`config.mk`:
```
export PLATFORM = sky130hd
export DESIGN_NAME = ps2_event_queue_flat
export DESIGN_NICKNAME = d
export VERILOG_FILES = /design/src/rtl/ps2_event_queue_if.sv /design/src/rtl/ps2_event_queue.sv /design/src/flat_wrapper.sv
export SDC_FILE = /design/constraint.sdc
export NUM_CORES = 1
export LEC_CHECK = 0
export CAP_MARGIN = 20
export CORE_MARGIN = 4
export CORE_UTILIZATION = 60
export DETAILED_ROUTE_END_ITERATION = 8
export HOLD_SLACK_MARGIN = 0.12
export PLACE_DENSITY = 0.79
export RECOVER_POWER = 100
export SYNTH_ARGS = -nofsm -noshare
export SYNTH_HDL_FRONTEND = slang
export SYNTH_SLANG_ARGS = --single-unit
```
`constraint.sdc`:
```
create_clock -name clk -period 4.4 [get_ports clk]
set_input_delay 1.1 -clock clk [delete_from_list [all_inputs] [get_ports clk]]
set_output_delay 1.1 -clock clk [all_outputs]
set_load 0.03 [all_outputs]
```
`src/rtl/ps2_event_queue_if.sv`:
```
// Keyboard event queue bus: scan-byte input side, CPU read side and status.
// master = byte source / CPU side, slave = the event queue itself.
interface ps2_event_queue_if #(
    parameter int AW = 4
);
    logic          scan_valid;
    logic [7:0]    scan_byte;
    logic [7:0]    scan_ascii;
    logic          ren;
    logic          ovf_clr;
    logic [15:0]   data;
    logic          ready;
    logic [AW:0]   count;
    logic          overflow;
    logic [2:0]    mods;

    modport master (
        output scan_valid, scan_byte, scan_ascii, ren, ovf_clr,
        input  data, ready, count, overflow, mods
    );

    modport slave (
        input  scan_valid, scan_byte, scan_ascii, ren, ovf_clr,
        output data, ready, count, overflow, mods
    );
endinterface

```
`src/rtl/ps2_event_queue.sv`:
```
// PS/2 keyboard event queue: E0/F0 prefix sequencing, live modifier tracking
// and a FIFO of packed 16-bit key events popped by CPU reads.
// Optional build macro: PS2Q_DROP_BREAK_EN (break events update mods only).
module ps2_event_queue #(
    parameter int DEPTH   = 16,
    parameter int AW      = 4,
    parameter int TIMEOUT = 100000
) (
    input  logic            clk,
    input  logic            rst,
    ps2_event_queue_if.slave bus
);
    localparam int CW = AW + 1;
    localparam int TW = $clog2(TIMEOUT + 1);

    typedef enum logic [1:0] {S_IDLE, S_EXT, S_BRK, S_EXT_BRK} state_t;

    state_t          state_q, state_d;
    logic [TW-1:0]   tmo_q;
    logic [2:0]      mods_q, mods_d;       // {alt, ctrl, shift}
    logic [15:0]     mem_q [DEPTH];
    logic [AW-1:0]   wptr_q, rptr_q;
    logic [CW-1:0]   count_q;
    logic            ovf_q;

    logic            emit, ev_brk, ev_ext, is_ctl, raw, push;
    logic [15:0]     ev_word;
    logic            full, pop, do_push, drop;

    // Prefix decode, modifier update and event packing for the current byte
    always_comb begin
        emit    = 1'b0;
        ev_brk  = 1'b0;
        ev_ext  = 1'b0;
        state_d = state_q;
        is_ctl  = bus.scan_byte inside {8'h00, 8'hAA, 8'hEE, 8'hFA, 8'hFE, 8'hFF};
        if (bus.scan_valid) begin
            case (state_q)
                S_IDLE: begin
                    if (bus.scan_byte == 8'hE0)      state_d = S_EXT;
                    else if (bus.scan_byte == 8'hF0) state_d = S_BRK;
                    else if (!is_ctl)                emit    = 1'b1;
                end
                S_EXT: begin
                    if (bus.scan_byte == 8'hF0)      state_d = S_EXT_BRK;
                    else if (bus.scan_byte != 8'hE0) begin
                        emit = 1'b1; ev_ext = 1'b1; state_d = S_IDLE;
                    end
                end
                S_BRK: begin
                    if (bus.scan_byte == 8'hE0)      state_d = S_EXT_BRK;
                    else if (bus.scan_byte != 8'hF0) begin
                        emit = 1'b1; ev_brk = 1'b1; state_d = S_IDLE;
                    end
                end
                default: begin
                    if (bus.scan_byte != 8'hE0 && bus.scan_byte != 8'hF0) begin
                        emit = 1'b1; ev_brk = 1'b1; ev_ext = 1'b1; state_d = S_IDLE;
                    end
                end
            endcase
        end

        // Left/right shift share one bit; any shift break clears it
        mods_d = mods_q;
        if (emit) begin
            if ((bus.scan_byte == 8'h12 || bus.scan_byte == 8'h59) && !ev_ext)
                mods_d[0] = !ev_brk;
            if (bus.scan_byte == 8'h14) mods_d[1] = !ev_brk;
            if (bus.scan_byte == 8'h11) mods_d[2] = !ev_brk;
        end

        // Event carries the post-update modifier state
        raw     = (bus.scan_ascii == 8'h00);
        ev_word = {ev_brk, ev_ext, mods_d[0], mods_d[1], mods_d[2], raw, 2'b00,
                   raw ? bus.scan_byte : bus.scan_ascii};
    end

`ifdef PS2Q_DROP_BREAK_EN
    assign push = emit && !ev_brk;
`else
    assign push = emit;
`endif

    assign full    = (count_q == CW'(DEPTH));
    assign pop     = bus.ren && (count_q != '0);
    assign do_push = push && (!full || pop);
    assign drop    = push && full && !pop;

    // Prefix FSM with stall timeout; modifiers registered alongside
    always_ff @(posedge clk) begin
        if (rst) begin
            state_q <= S_IDLE;
            tmo_q   <= '0;
            mods_q  <= '0;
        end else begin
            mods_q <= mods_d;
            if (bus.scan_valid) begin
                state_q <= state_d;
                tmo_q   <= '0;
            end else if (state_q != S_IDLE) begin
                if (tmo_q == TW'(TIMEOUT - 1)) begin
                    state_q <= S_IDLE;
                    tmo_q   <= '0;
                end else begin
                    tmo_q <= tmo_q + TW'(1);
                end
            end else begin
                tmo_q <= '0;
            end
        end
    end

    // Event storage; contents behind the pointers need no reset
    always_ff @(posedge clk) begin
        if (do_push) mem_q[wptr_q] <= ev_word;
    end

    // FIFO pointers, occupancy and sticky overflow
    always_ff @(posedge clk) begin
        if (rst) begin
            wptr_q  <= '0;
            rptr_q  <= '0;
            count_q <= '0;
            ovf_q   <= 1'b0;
        end else begin
            if (do_push) wptr_q <= wptr_q + AW'(1);
            if (pop)     rptr_q <= rptr_q + AW'(1);
            case ({do_push, pop})
                2'b10:   count_q <= count_q + CW'(1);
                2'b01:   count_q <= count_q - CW'(1);
                default: count_q <= count_q;
            endcase
            ovf_q <= (ovf_q && !bus.ovf_clr) || drop;
        end
    end

    assign bus.data     = (count_q != '0) ? mem_q[rptr_q] : 16'h0000;
    assign bus.ready    = (count_q != '0);
    assign bus.count    = count_q;
    assign bus.overflow = ovf_q;
    assign bus.mods     = mods_q;
endmodule

```
`src/flat_wrapper.sv`:
```
// flat-port wrapper written by rule: the top's interface ports become plain ports
module ps2_event_queue_flat 
#(
    parameter int DEPTH   = 16,
    parameter int AW      = 4,
    parameter int TIMEOUT = 100000
)
  (clk, rst, bus_scan_valid, bus_scan_byte, bus_scan_ascii, bus_ren, bus_ovf_clr, bus_data, bus_ready, bus_count, bus_overflow, bus_mods);
  ps2_event_queue_if #(.AW(AW)) bus_i ();
  input  logic clk;
  input  logic rst;
  input wire logic [$bits(bus_i.scan_valid)-1:0] bus_scan_valid;
  input wire logic [$bits(bus_i.scan_byte)-1:0] bus_scan_byte;
  input wire logic [$bits(bus_i.scan_ascii)-1:0] bus_scan_ascii;
  input wire logic [$bits(bus_i.ren)-1:0] bus_ren;
  input wire logic [$bits(bus_i.ovf_clr)-1:0] bus_ovf_clr;
  output wire logic [$bits(bus_i.data)-1:0] bus_data;
  output wire logic [$bits(bus_i.ready)-1:0] bus_ready;
  output wire logic [$bits(bus_i.count)-1:0] bus_count;
  output wire logic [$bits(bus_i.overflow)-1:0] bus_overflow;
  output wire logic [$bits(bus_i.mods)-1:0] bus_mods;
  assign bus_i.scan_valid = bus_scan_valid;
  assign bus_i.scan_byte = bus_scan_byte;
  assign bus_i.scan_ascii = bus_scan_ascii;
  assign bus_i.ren = bus_ren;
  assign bus_i.ovf_clr = bus_ovf_clr;
  assign bus_data = bus_i.data;
  assign bus_ready = bus_i.ready;
  assign bus_count = bus_i.count;
  assign bus_overflow = bus_i.overflow;
  assign bus_mods = bus_i.mods;
  ps2_event_queue #(.DEPTH(DEPTH), .AW(AW), .TIMEOUT(TIMEOUT)) u_core (.clk(clk), .rst(rst), .bus(bus_i));
endmodule
```
After elaboration in Yosys (flattened, before gate mapping)
Memory sizes are Yosys's and may differ from the RTL's. A register that Yosys moved wholly into a read port is not among the register bits.
Cells that the tools add are included.
{"block": "classes", "eq_ne": 23, "n_div": 0, "multipliers": 0, "n_addsub": 5, "n_bitwise": 1, "n_reduce_logical": 28, "order_cmp": 0, "shifts": 0, "n_mux": 36}
{"cell": "$eq A8 B8 Y1 const B", "n": 7}
{"cell": "$eq A8 B5 Y1 const B", "n": 3}
{"cell": "$mux W2", "n": 10}
{"cell": "$add A17 B1 Y17 const B", "n": 1}
{"cell": "$eq A17 B17 Y1 const B", "n": 1}
{"cell": "$logic_not A8 Y1", "n": 2}
{"cell": "$mux W1", "n": 16}
{"cell": "$mux W16", "n": 1}
{"cell": "$ne A8 B8 Y1 const B", "n": 2}
{"cell": "$ne A4 B2 Y1 const B", "n": 3}
{"cell": "$pmux W5 S2", "n": 1}
{"cell": "$add A4 B1 Y4 const B", "n": 2}
{"cell": "$eq A8 B7 Y1 const B", "n": 1}
{"cell": "$mux W4", "n": 2}
{"cell": "$mux W8", "n": 1}
{"cell": "$reduce_bool A2 Y1", "n": 4}
{"cell": "$logic_and A1 B1 Y1", "n": 7}
{"cell": "$pmux W2 S3", "n": 1}
{"cell": "$reduce_and A6 Y1", "n": 1}
{"cell": "$reduce_bool A6 Y1", "n": 1}
{"cell": "$add A5 B1 Y5 const B", "n": 1}
{"cell": "$eq A5 B5 Y1 const B", "n": 1}
{"cell": "$logic_not A1 Y1", "n": 5}
{"cell": "$ne A5 B1 Y1 const B", "n": 1}
{"cell": "other kinds (12)", "n": 18}
{"block": "word_totals", "memories": 1, "latchBits": 0, "rom_bits": 0, "input_bits": 21, "ff_bits": 36, "output_inout_bits": 26, "ram_bits": 224, "elab_cells": 101}
{"memory": "u_core.mem_q", "words": 16, "width": 14, "read_ports": 1, "rd_ports_with_merged_regs": 1, "wr": 1, "line": "ps2_event_queue.sv:21", "rtl": "logic [15:0] mem_q [DEPTH];"}

Longest topological paths before layout
Gate-level depths: netlist (run 1).
{"block": "logic_depth", "ltp_word": 10, "depth_mapped": 18, "depth_no_buf": 16}

Worst setup path after synthesis (run 1)
OpenSTA, ideal clock, no wires.
{"block": "synth_timing", "path_kind": "input to register", "startpoint": "input port bus_scan_byte[2]", "endpoint": "register u_core.count_q[4] (netlist: u_core.bus.count[4])", "slack_ns": 0.516, "arrival_time_ns": 3.756, "setup_ns": 0.128, "n_path_buf": 3, "stages": 17, "required_time_ns": 4.272, "cell_sequence": "buf_2 xor2_1 a21oi_1 o211ai_1 a211oi_2 buf_2 inv_2 ha_1 clkbuf_1 xor2_1 ha_1 a211o_1 nand2_1 nand3b_1 a31oi_1 xnor2_1 nor2_1"}
{"block": "synth_between", "elab_chain_cells": 10, "elab_cells_between_ends": 27, "classes_between": "eq/ne (11); mux (11); reduce/logical (5)"}
{"item": "start, declared", "line": "flat_wrapper.sv:13", "rtl": "input wire logic [$bits(bus_i.scan_byte)-1:0] bus_scan_byte;"}
{"item": "$eq A8 B8 Y1 / $logic_not A8 Y1 (equally long branches)", "line": "ps2_event_queue.sv:36", "rtl": "is_ctl = bus.scan_byte inside {8'h00, 8'hAA, 8'hEE, 8'hFA, 8'hFE, 8'hFF};"}
{"item": "$reduce_bool A6 Y1", "line": "ps2_event_queue.sv:36"}
{"item": "$mux W1", "line": "ps2_event_queue.sv:42", "rtl": "else if (!is_ctl) emit = 1'b1;"}
{"item": "$mux W1", "line": "ps2_event_queue.sv:41", "rtl": "else if (bus.scan_byte == 8'hF0) state_d = S_BRK;"}
{"item": "$mux W1", "line": "ps2_event_queue.sv:40", "rtl": "if (bus.scan_byte == 8'hE0) state_d = S_EXT;"}
{"item": "$pmux W1 S3 (*)", "line": "ps2_event_queue.sv:38", "rtl": "case (state_q)"}
{"item": "$mux W1 (*)", "line": "ps2_event_queue.sv:37", "rtl": "if (bus.scan_valid) begin"}
{"item": "$logic_and A1 B1 Y1 (*)", "line": "ps2_event_queue.sv:87", "rtl": "assign do_push = push && (!full || pop);"}
{"item": "$eq A2 B1 Y1 / $eq A2 B2 Y1 (equally long branches)", "line": "ps2_event_queue.sv:129", "rtl": "case ({do_push, pop})"}
{"item": "$pmux W5 S2 / $reduce_bool A2 Y1 (equally long branches)"}
{"item": "end signal, assigned", "line": "ps2_event_queue.sv:130", "rtl": "2'b10: count_q <= count_q + CW'(1);"}
{"item": "end signal, assigned", "line": "ps2_event_queue.sv:131", "rtl": "2'b01: count_q <= count_q - CW'(1);"}
{"item": "end signal, assigned", "line": "ps2_event_queue.sv:132", "rtl": "default: count_q <= count_q;"}
{"item": "end, declared", "line": "ps2_event_queue.sv:23", "rtl": "logic [CW-1:0] count_q;"}
Mark *: on every way between the ends. The rest lies on a longest branch, timed or not.
A chain may end at the register's enable or synchronous reset.

==> results of run 1 <==
[worst paths after layout]
| kind | start | endpoint | slack (ns) | cells after the start |
|---|---|---|---|---|
| worst max-delay path | flip-flop | bus_data[13] | 0.13 | 5 |
| worst min-delay path | u_core.tmo_q[0]$_SDFF_PP0_ | u_core.tmo_q[0]$_SDFF_PP0_ | 0.47 | 1 |
| worst max register to register | u_core.bus.count[1]$_SDFFE_PP0P_ | u_core.bus.count[4]$_SDFFE_PP0P_ | 0.94 | 12 |
| worst min register to register | u_core.tmo_q[0]$_SDFF_PP0_ | u_core.tmo_q[0]$_SDFF_PP0_ | 0.47 | 1 |
[report_power, final]
group / switching, W / internal (W) / total (W)
combinational: 0.000903 / 0.000832 / 0.00174
sequential: 0.0000840 / 0.00278 / 0.00287
clock: 0.000847 / 0.00114 / 0.00199
total: 0.00183 / 0.00476 / 0.00659
[stage by stage]
step	hold WS [ns]	instances	power [W]	setup WS, ns	area, um^2
after floorplan	0.430	616	0.00414	0.516	10900
after global placement	0.438	888	0.00461	0.319	11800
after detailed placement	0.461	888	0.00465	0.254	11800
after CTS	0.476	933	0.00663	0.0209	12600
after global routing	0.502	946	0.00688	0.0161	12500
final	0.469	946	0.00659	0.134	12500
[logic make-up (layout without fill, tap and decap cells)]
group / Yosys count / after routing
buffers and inverters: 44 / 145
and+or+nand+nor: 153 / 153
adders and majority gates: 14 / 14
DFF: 264 / 264
other: 1 / 2
muxes: 77 / 77
AOI/OAI and AO/OA: 39 / 39
xor gates and xnor gates: 23 / 23
[area by class of cell]
class	instances	area [um^2]
Clock buffer	41	737
Clock inverter	4	23.8
Fill cell	1100	5440
Inverter	13	48.8
Multi-Input combinational cell	308	3160
Sequential cell	264	7530
Tap cell	229	287
Timing Repair Buffer	87	734
[sequential cells by signal, summed over array words and instances, names as in the netlist, named ones only]
signal and cells:
u_core.mem_q 224, u_core.state_q 2, u_core.tmo_q 17, u_core.wptr_q 4, u_core.rptr_q 4, u_core.bus.mods 3, u_core.bus.overflow 1, u_core.bus.count 5
[critical path: stages (launching register included)]
cell and delay (ns):
dfxtp_4 0.51, buf_4 0.28, mux4_2 0.53, mux4_2 0.47
nor2b_1 0.14, dlygate4sd3_1 0.71
[synthesized netlist by cell type (all sizes together), types with 2 or more instances]
cell type,count,share of area [%]
edfxtp,224,61
mux4,70,15
nor2,43,1.5
xor2,17,1.4
ha,14,1.6
nor2b,19,1.2
o31ai,2,0.14
or4,3,0.24
a211oi,2,0.18
inv,13,0.45
clkbuf,10,0.35
a21oi,9,0.41
mux2i,6,0.55
nor4bb,2,0.18
nor4,2,0.17
nand2b,4,0.23
a31oi,3,0.17
and3,21,1.2
nand4,8,0.46
nor3b,4,0.32
or3,5,0.29
buf,21,1.3
nand3b,2,0.14
a21o,10,0.69
nor4b,2,0.16
nor3,6,0.27
nand2,14,0.48
dfxtp,40,7.3
nand3,11,0.50
and2,5,0.29
xnor2,6,0.48
o21ai,4,0.18
[layer usage]
metal | wire length (um) | GRT usage, %
met1 | 9260 | 32.6
met2 | 11900 | 39.4
met3 | 1420 | 3.18
met4 | 280 | 4.70
met5 | 0 | 0
==> flow_summary.ini, run 1 <==
[power]
powerDensity_mw_per_mm2 = 526
p_leak_nw = 4.21
ir_drop_v = 0.000501

[drt]
wl_um = 22800
drtPass1Iterations = 5
drc_errors = 0
wire_per_inst_um = 24.1
drt-initial-drc-count = 573
ant_nets = 0
dr_total_vias = 5945
viasPerCell = 6.28

[sta]
relSlewSlack_pct = 32.4
max_freq_mhz = 234
fin_crit_sh_pct = 97.0
fin_worst_skew_ns = 0.0111
rsz0062_at_grt = no
finalSetupTns_ns = 0
hold_violations = 0
worst-slew-pin-transition_ns = 1.01
setup_viol = 0
period_needed_ns = 4.27
slew_viol_final = 0

[clock_network]
cts_tree = done
cts.clk_slew.worst_paths_ns = 0.06
numCtsBuffers = 25
post_cts_resized = 0
post_cts_buffers = 0
htreeDepth = 1
clock_latency_ns = 0.51
cts_root_buf = clkbuf_16
cts-hold-fix-buffers = 0
clock-sinks = 264
max-clock-path-buffers = 3

[synthesis]
synthSimpleGateAreaFrac_pct = 7.86
ys_seq_area_share_pct = 68.8
synth_top_family_by_area = multiplexers
synth_fa_ha_area_share_pct = 1.60
synth.mux.area_fraction_pct = 15.3
synth-edff-count = 224
ys_seq_elements = 264
yosysUniqueCellTypes = 58
synth_area_mm2 = 0.0109
avgSynthCellArea_um2 = 17.8
yosys_warnings = 0
netlist_instances = 615
synthXorXnorAreaFrac_pct = 1.84
ys.flop_type = edfxtp_1
synth-async-reset-ratio_pct = 0
synth_compound_area_share_pct = 2.46

[floorplanning]
die_w_um = 143
coreArea_mm2 = 0.0180
initial_core_util_pct = 60.9
die-area_mm2 = 0.0205
die_h_um = 143
num_rows = 49
boundaryPins = 47

[cells_and_area]
final_layout_size_suffix_gt1_share_pct = 19.1
mostFrequentLayoutCell = edfxtp_1
nets = 734
mostFrequentLayoutCells = edfxtp_1, mux4_2, nor2_1
area_delta_synth_final_pct = 14.5
fin_util_pct = 69.7
diodes = 0

[min_path]
hold_path.class = flip-flop to flip-flop

[global_route]
grt_pass1_vias = 6117
grt_max_degree = 57
grt_pass1_wl_um = 35400
grtUsageTotal_pct = 23.1
grt_antenna_before_repair = 0
grt_remaining_overflow = 0

[run_status]
status = finished clean

[critical_path]
cp-start-kind = flip-flop
path_max_fanout = 17
worstSetupEndpointType = primary output
arrival_ns = 3.17
critPathKind = flip-flop to primary output
cp.required_ns = 3.30

[place]
io_buffers = 44
gp_congestion = 0.923
dp_hpwl_um = 13600

[job]
maxCapViolCount = 0
Power figures use the tool's default switching activity.
==> run 2: changes to the inputs <==
--- a/config.mk
+++ b/config.mk
@@ -12,6 +12,7 @@
 export HOLD_SLACK_MARGIN = 0.12
 export PLACE_DENSITY = 0.79
 export RECOVER_POWER = 100
+export SLEW_MARGIN = 30
 export SYNTH_ARGS = -nofsm -noshare
 export SYNTH_HDL_FRONTEND = slang
 export SYNTH_SLANG_ARGS = --single-unit
==> constraint.sdc (replaced) <==
create_clock -name clk -period 4.4 [get_ports clk]
set_input_delay 1.1 -clock clk [delete_from_list [all_inputs] [get_ports clk]]
set_output_delay 1.1 -clock clk [all_outputs]
set_load 0.005 [all_outputs]
==> flow_summary.ini, run 2 (same netlist as run 1, synthesis figures left out) <==
[global_route]
grt_max_degree = 57
grtUsageTotal_pct = 23.1
grt_antenna_before_repair = 0
grt_pass1_vias = 5957
grt_pass1_wl_um = 35300
grt_remaining_overflow = 0

[clock_network]
post_cts_buffers = 0
clock_latency_ns = 0.51
cts-hold-fix-buffers = 0
htreeDepth = 1
cts_root_buf = clkbuf_16
max-clock-path-buffers = 3
numCtsBuffers = 25
post_cts_resized = 0
clock-sinks = 264
cts_tree = done
cts.clk_slew.worst_paths_ns = 0.06

[critical_path]
arrival_ns = 3.15
worstSetupEndpointType = primary output
cp-start-kind = flip-flop
path_max_fanout = 19
critPathKind = flip-flop to primary output
cp.required_ns = 3.30

[floorplanning]
coreArea_mm2 = 0.0180
die-area_mm2 = 0.0205
initial_core_util_pct = 60.9
boundaryPins = 47
die_w_um = 143
die_h_um = 143
num_rows = 49

[cells_and_area]
diodes = 0
final_layout_size_suffix_gt1_share_pct = 18.0
mostFrequentLayoutCells = edfxtp_1, mux4_2, nor2_1
nets = 718
multi_input_area_mm2 = 0.00316
largest_reg_flops = 224
mostFrequentLayoutCell = edfxtp_1
n_fill_cell = 1155
area_delta_synth_final_pct = 13.4
final_area_mm2 = 0.0124
seqCellArea_mm2 = 0.00753
regMostFlops = u_core.mem_q

[drt]
drc_errors = 0
wl_um = 22700
dr_total_vias = 5855
drtPass1Iterations = 5
wire_per_inst_um = 24.4
viasPerCell = 6.30
ant_nets = 0
drt-initial-drc-count = 491

[sta]
period_needed_ns = 4.25
slew_viol_final = 0
hold_violations = 0
rsz0062_at_grt = no
relSlewSlack_pct = 23.8
setup_viol = 0
finalSetupTns_ns = 0
fin_worst_skew_ns = 0.0167
worst-slew-pin-transition_ns = 1.14
fin_crit_sh_pct = 96.7
max_freq_mhz = 235

[place]
gp_congestion = 0.949
dp_hpwl_um = 13400
place_area_mm2 = 0.0118
io_buffers = 44

[run_status]
status = finished clean

[power]
powerDensity_mw_per_mm2 = 506
ir_drop_v = 0.000582
p_leak_nw = 4.12

[job]
maxCapViolCount = 0

[min_path]
hold_path.class = flip-flop to flip-flop
## run 2: cell types whose count changed in the layout (fill, tap and decap cells not counted), sizes merged
| cell | delta |
|---|---|
| buf | -16 |
| clkdlybuf4s50 | +6 |
| clkbuf | -7 |
| inv | -1 |
| clkinv | +6 |
| dlygate4sd3 | -6 |
| bufinv | +1 |
| clkinvlp | +1 |
## run 2: area by class of cell
| type | instances | area share, % |
|---|---|---|
| inverter | 13 | 0.393 |
| multi-input combinational | 308 | 25.5 |
| timing repair buffer | 71 | 4.97 |
| sequential | 264 | 60.7 |
| clock inverter | 11 | 0.675 |
| clock buffer | 34 | 5.47 |
| tap | 229 | 2.31 |
## run 2: where the power goes
group | internal (W) | leakage [nW] | switching (W)
Combinational | 0.000784 | 1.37 | 0.000609
Sequential | 0.00278 | 2.38 | 0.000101
Clock | 0.00114 | 0.372 | 0.000860
## run 2: per-layer routing
| layer | track usage, % | part of all wire (%) | up-vias |
|---|---|---|---|
| met5 | 0 | 0 | - |
| met4 | 6.15 | 2.1 | 0 |
| met3 | 3.15 | 6.8 | 37 |
| met2 | 39.6 | 51 | 254 |
| met1 | 31.8 | 40 | 2991 |
| li1 | - | - | 2573 |
## run 2: critical path: stages (launching register included)
cell	delay [ns]
dfxtp_4	0.61
buf_12	0.25
mux4_2	0.54
mux4_2	0.48
nor2b_1	0.14
dlygate4sd3_1	0.60
## run 2: final timing paths
check / start / endpoint / slack [ns] / cells after the start
worst max-delay path: flip-flop / bus_data[12] / 0.15 / 5
worst min-delay path: u_core.bus.overflow$_SDFF_PP0_ / u_core.bus.overflow$_SDFF_PP0_ / 0.47 / 2
worst max register to register: u_core.bus.count[1]$_SDFFE_PP0P_ / u_core.bus.count[4]$_SDFFE_PP0P_ / 0.98 / 12
worst min register to register: u_core.bus.overflow$_SDFF_PP0_ / u_core.bus.overflow$_SDFF_PP0_ / 0.47 / 2
## run 2: stage by stage
| stage | util, % | setup slack, ns | total power (W) | hold WS [ns] | instances |
|---|---|---|---|---|---|
| 2_1_floorplan | - | 0.517 | 0.00388 | 0.430 | 616 |
| 3_3_place_gp | 65.5 | 0.334 | 0.00436 | 0.442 | 885 |
| 3_5_place_dp | 65.5 | 0.210 | 0.00440 | 0.463 | 885 |
| 4_1_cts | 69.8 | 0.0938 | 0.00638 | 0.482 | 930 |
| 5_1_grt | 69.1 | 0.0236 | 0.00657 | 0.506 | 930 |
| 6_report | 69.1 | 0.147 | 0.00627 | 0.473 | 930 |
==> run 3: changes to the inputs <==
--- a/config.mk
+++ b/config.mk
@@ -7,10 +7,10 @@
 export LEC_CHECK = 0
 export CAP_MARGIN = 20
 export CORE_MARGIN = 4
-export CORE_UTILIZATION = 60
+export CORE_UTILIZATION = 55
 export DETAILED_ROUTE_END_ITERATION = 8
 export HOLD_SLACK_MARGIN = 0.12
-export PLACE_DENSITY = 0.79
+export PLACE_DENSITY = 0.73
 export RECOVER_POWER = 100
 export SLEW_MARGIN = 30
 export SYNTH_ARGS = -nofsm -noshare
==> flow_summary.ini, run 3 (same netlist as run 1, synthesis figures left out) <==
[clock_network]
cts.clk_slew.worst_paths_ns = 0.06
post_cts_resized = 0
clock-sinks = 264
htreeDepth = 1
cts_root_buf = clkbuf_16
numCtsBuffers = 25
cts_tree = done
clock_latency_ns = 0.50
cts-hold-fix-buffers = 0
post_cts_buffers = 0
max-clock-path-buffers = 3

[sta]
period_needed_ns = 4.21
relSlewSlack_pct = 29.6
slew_viol_final = 0
rsz0062_at_grt = no
fin_worst_skew_ns = 0.00987
finalSetupTns_ns = 0
worst-slew-pin-transition_ns = 1.05
setup_viol = 0
max_freq_mhz = 238
hold_violations = 0
fin_crit_sh_pct = 95.6

[global_route]
grt_max_degree = 26
grtUsageTotal_pct = 20.8
grt_antenna_before_repair = 0
grt_pass1_vias = 6059
grt_remaining_overflow = 0
grt_pass1_wl_um = 35100

[critical_path]
cp.required_ns = 3.30
crit_chain = clkbuf_4 > mux4_2 > mux4_2 > nor2b_1 > clkdlybuf4s50_1
worstSetupEndpointType = primary output
arrival_ns = 3.11
path_common_cell = mux4_2
reg2reg_from = u_core.state_q[0]$_SDFFE_PP0P_
slowest_stage = dfxtp_2
cp_slowest_stage_delay_ns = 0.62
rr_endpoint = u_core.mem_q[2][3]$_DFFE_PP_
critPathKind = flip-flop to primary output
cp-start-kind = flip-flop
r2r_cells = 9
r2r_slack_ns = 0.99
path_max_fanout = 25

[floorplanning]
coreArea_mm2 = 0.0195
die-area_mm2 = 0.0222
initial_core_util_pct = 56.0
num_rows = 51
die_h_um = 149
boundaryPins = 47
die_w_um = 149

[min_path]
hold_start = u_core.tmo_q[0]$_SDFF_PP0_
hold_depth = 1
hold_path.class = flip-flop to flip-flop
min_to = u_core.tmo_q[0]$_SDFF_PP0_

[drt]
drtPass1Iterations = 5
drt-initial-drc-count = 417
drc_errors = 0
dr_total_vias = 5875
wl_um = 22400
viasPerCell = 6.04
wire_per_inst_um = 23.1
ant_nets = 0

[place]
io_buffers = 44
gp_congestion = 0.893
dp_hpwl_um = 13800
place_area_mm2 = 0.0118

[cells_and_area]
largest_reg_flops = 224
regMostFlops = u_core.mem_q
mostFrequentLayoutCell = edfxtp_1
mostFrequentLayoutCells = edfxtp_1, mux4_2, nor2_1
n_fill_cell = 1385
final_area_mm2 = 0.0126
final_layout_size_suffix_gt1_share_pct = 18.8
diodes = 0
area_delta_synth_final_pct = 15.1
nets = 725

[power]
p_leak_nw = 4.19
powerDensity_mw_per_mm2 = 518
ir_drop_v = 0.000418

[run_status]
status = finished clean

[job]
maxCapViolCount = 0
==> run 3: changes by cell type in the layout (fill, tap and decap cells not counted), sizes merged <==
cell / previous run / this run
clkdlybuf4s50: 28 / 30
clkinv: 9 / 6
clkbuf: 56 / 60
dlygate4sd3: 16 / 14
bufinv: 1 / 4
inv: 12 / 13
buf: 5 / 7
==> run 3: cell type report <==
cell class                 instances  area, um^2  area share [%]
inverter                          13        48.8           0.387
multi-input combinational        308        3160            25.1
tap                              265         332            2.63
clock inverter                    12         164            1.30
timing repair buffer              78         652            5.17
sequential                       264        7530            59.8
clock buffer                      33         706            5.60
==> run 3: stage by stage <==
stage / worst slack [ns] / cells / power, W / hold slack [ns] / utilization (%)
finish: 0.193 / 973 / 0.00653 / 0.476 / 64.5
floorplan: 0.517 / 616 / 0.00388 / 0.430 / -
CTS: 0.150 / 973 / 0.00665 / 0.480 / 65.1
global route: 0.0604 / 973 / 0.00680 / 0.511 / 64.5
global placement: 0.281 / 928 / 0.00440 / 0.437 / 60.7
detailed placement: 0.162 / 928 / 0.00443 / 0.464 / 60.7
==> run 3: worst max-delay path by stage <==
stage / startpoint / to / slack [ns] / cells after the start
floorplan: bus_scan_byte[2] / u_core.bus.count[4]$_SDFFE_PP0P_ / 0.52 / 17
global placement: bus_scan_byte[2] / u_core.bus.count[4]$_SDFFE_PP0P_ / 0.28 / 15
detailed placement: bus_scan_byte[3] / u_core.bus.count[4]$_SDFFE_PP0P_ / 0.16 / 15
CTS: flip-flop / bus_data[2] / 0.15 / 5
global route: flip-flop / bus_data[2] / 0.06 / 5
finish: flip-flop / bus_data[13] / 0.19 / 5
==> run 3: metal layers <==
layer	vias to the layer above	GRT usage [%]	wire length, um
met5	-	0	0
met4	0	4.12	372
met3	38	2.37	1220
met2	212	36.2	11600
met1	3035	28.9	9290
li1	2590	-	-
==> run 3: power by group <==
part / internal, W / leakage (nW) / switching (W)
sequential: 0.00278 / 2.38 / 0.000117
clock: 0.00136 / 0.426 / 0.000870
combinational: 0.000807 / 1.38 / 0.000597
total: 0.00495 / 4.19 / 0.00158
==> run 3: critical path: cells and delay by family (launching register included) <==
kind          cells  cell delay, ns
buf+inv           2            0.94
flops             1            0.62
mux               2            0.87
simple gates      1            0.15
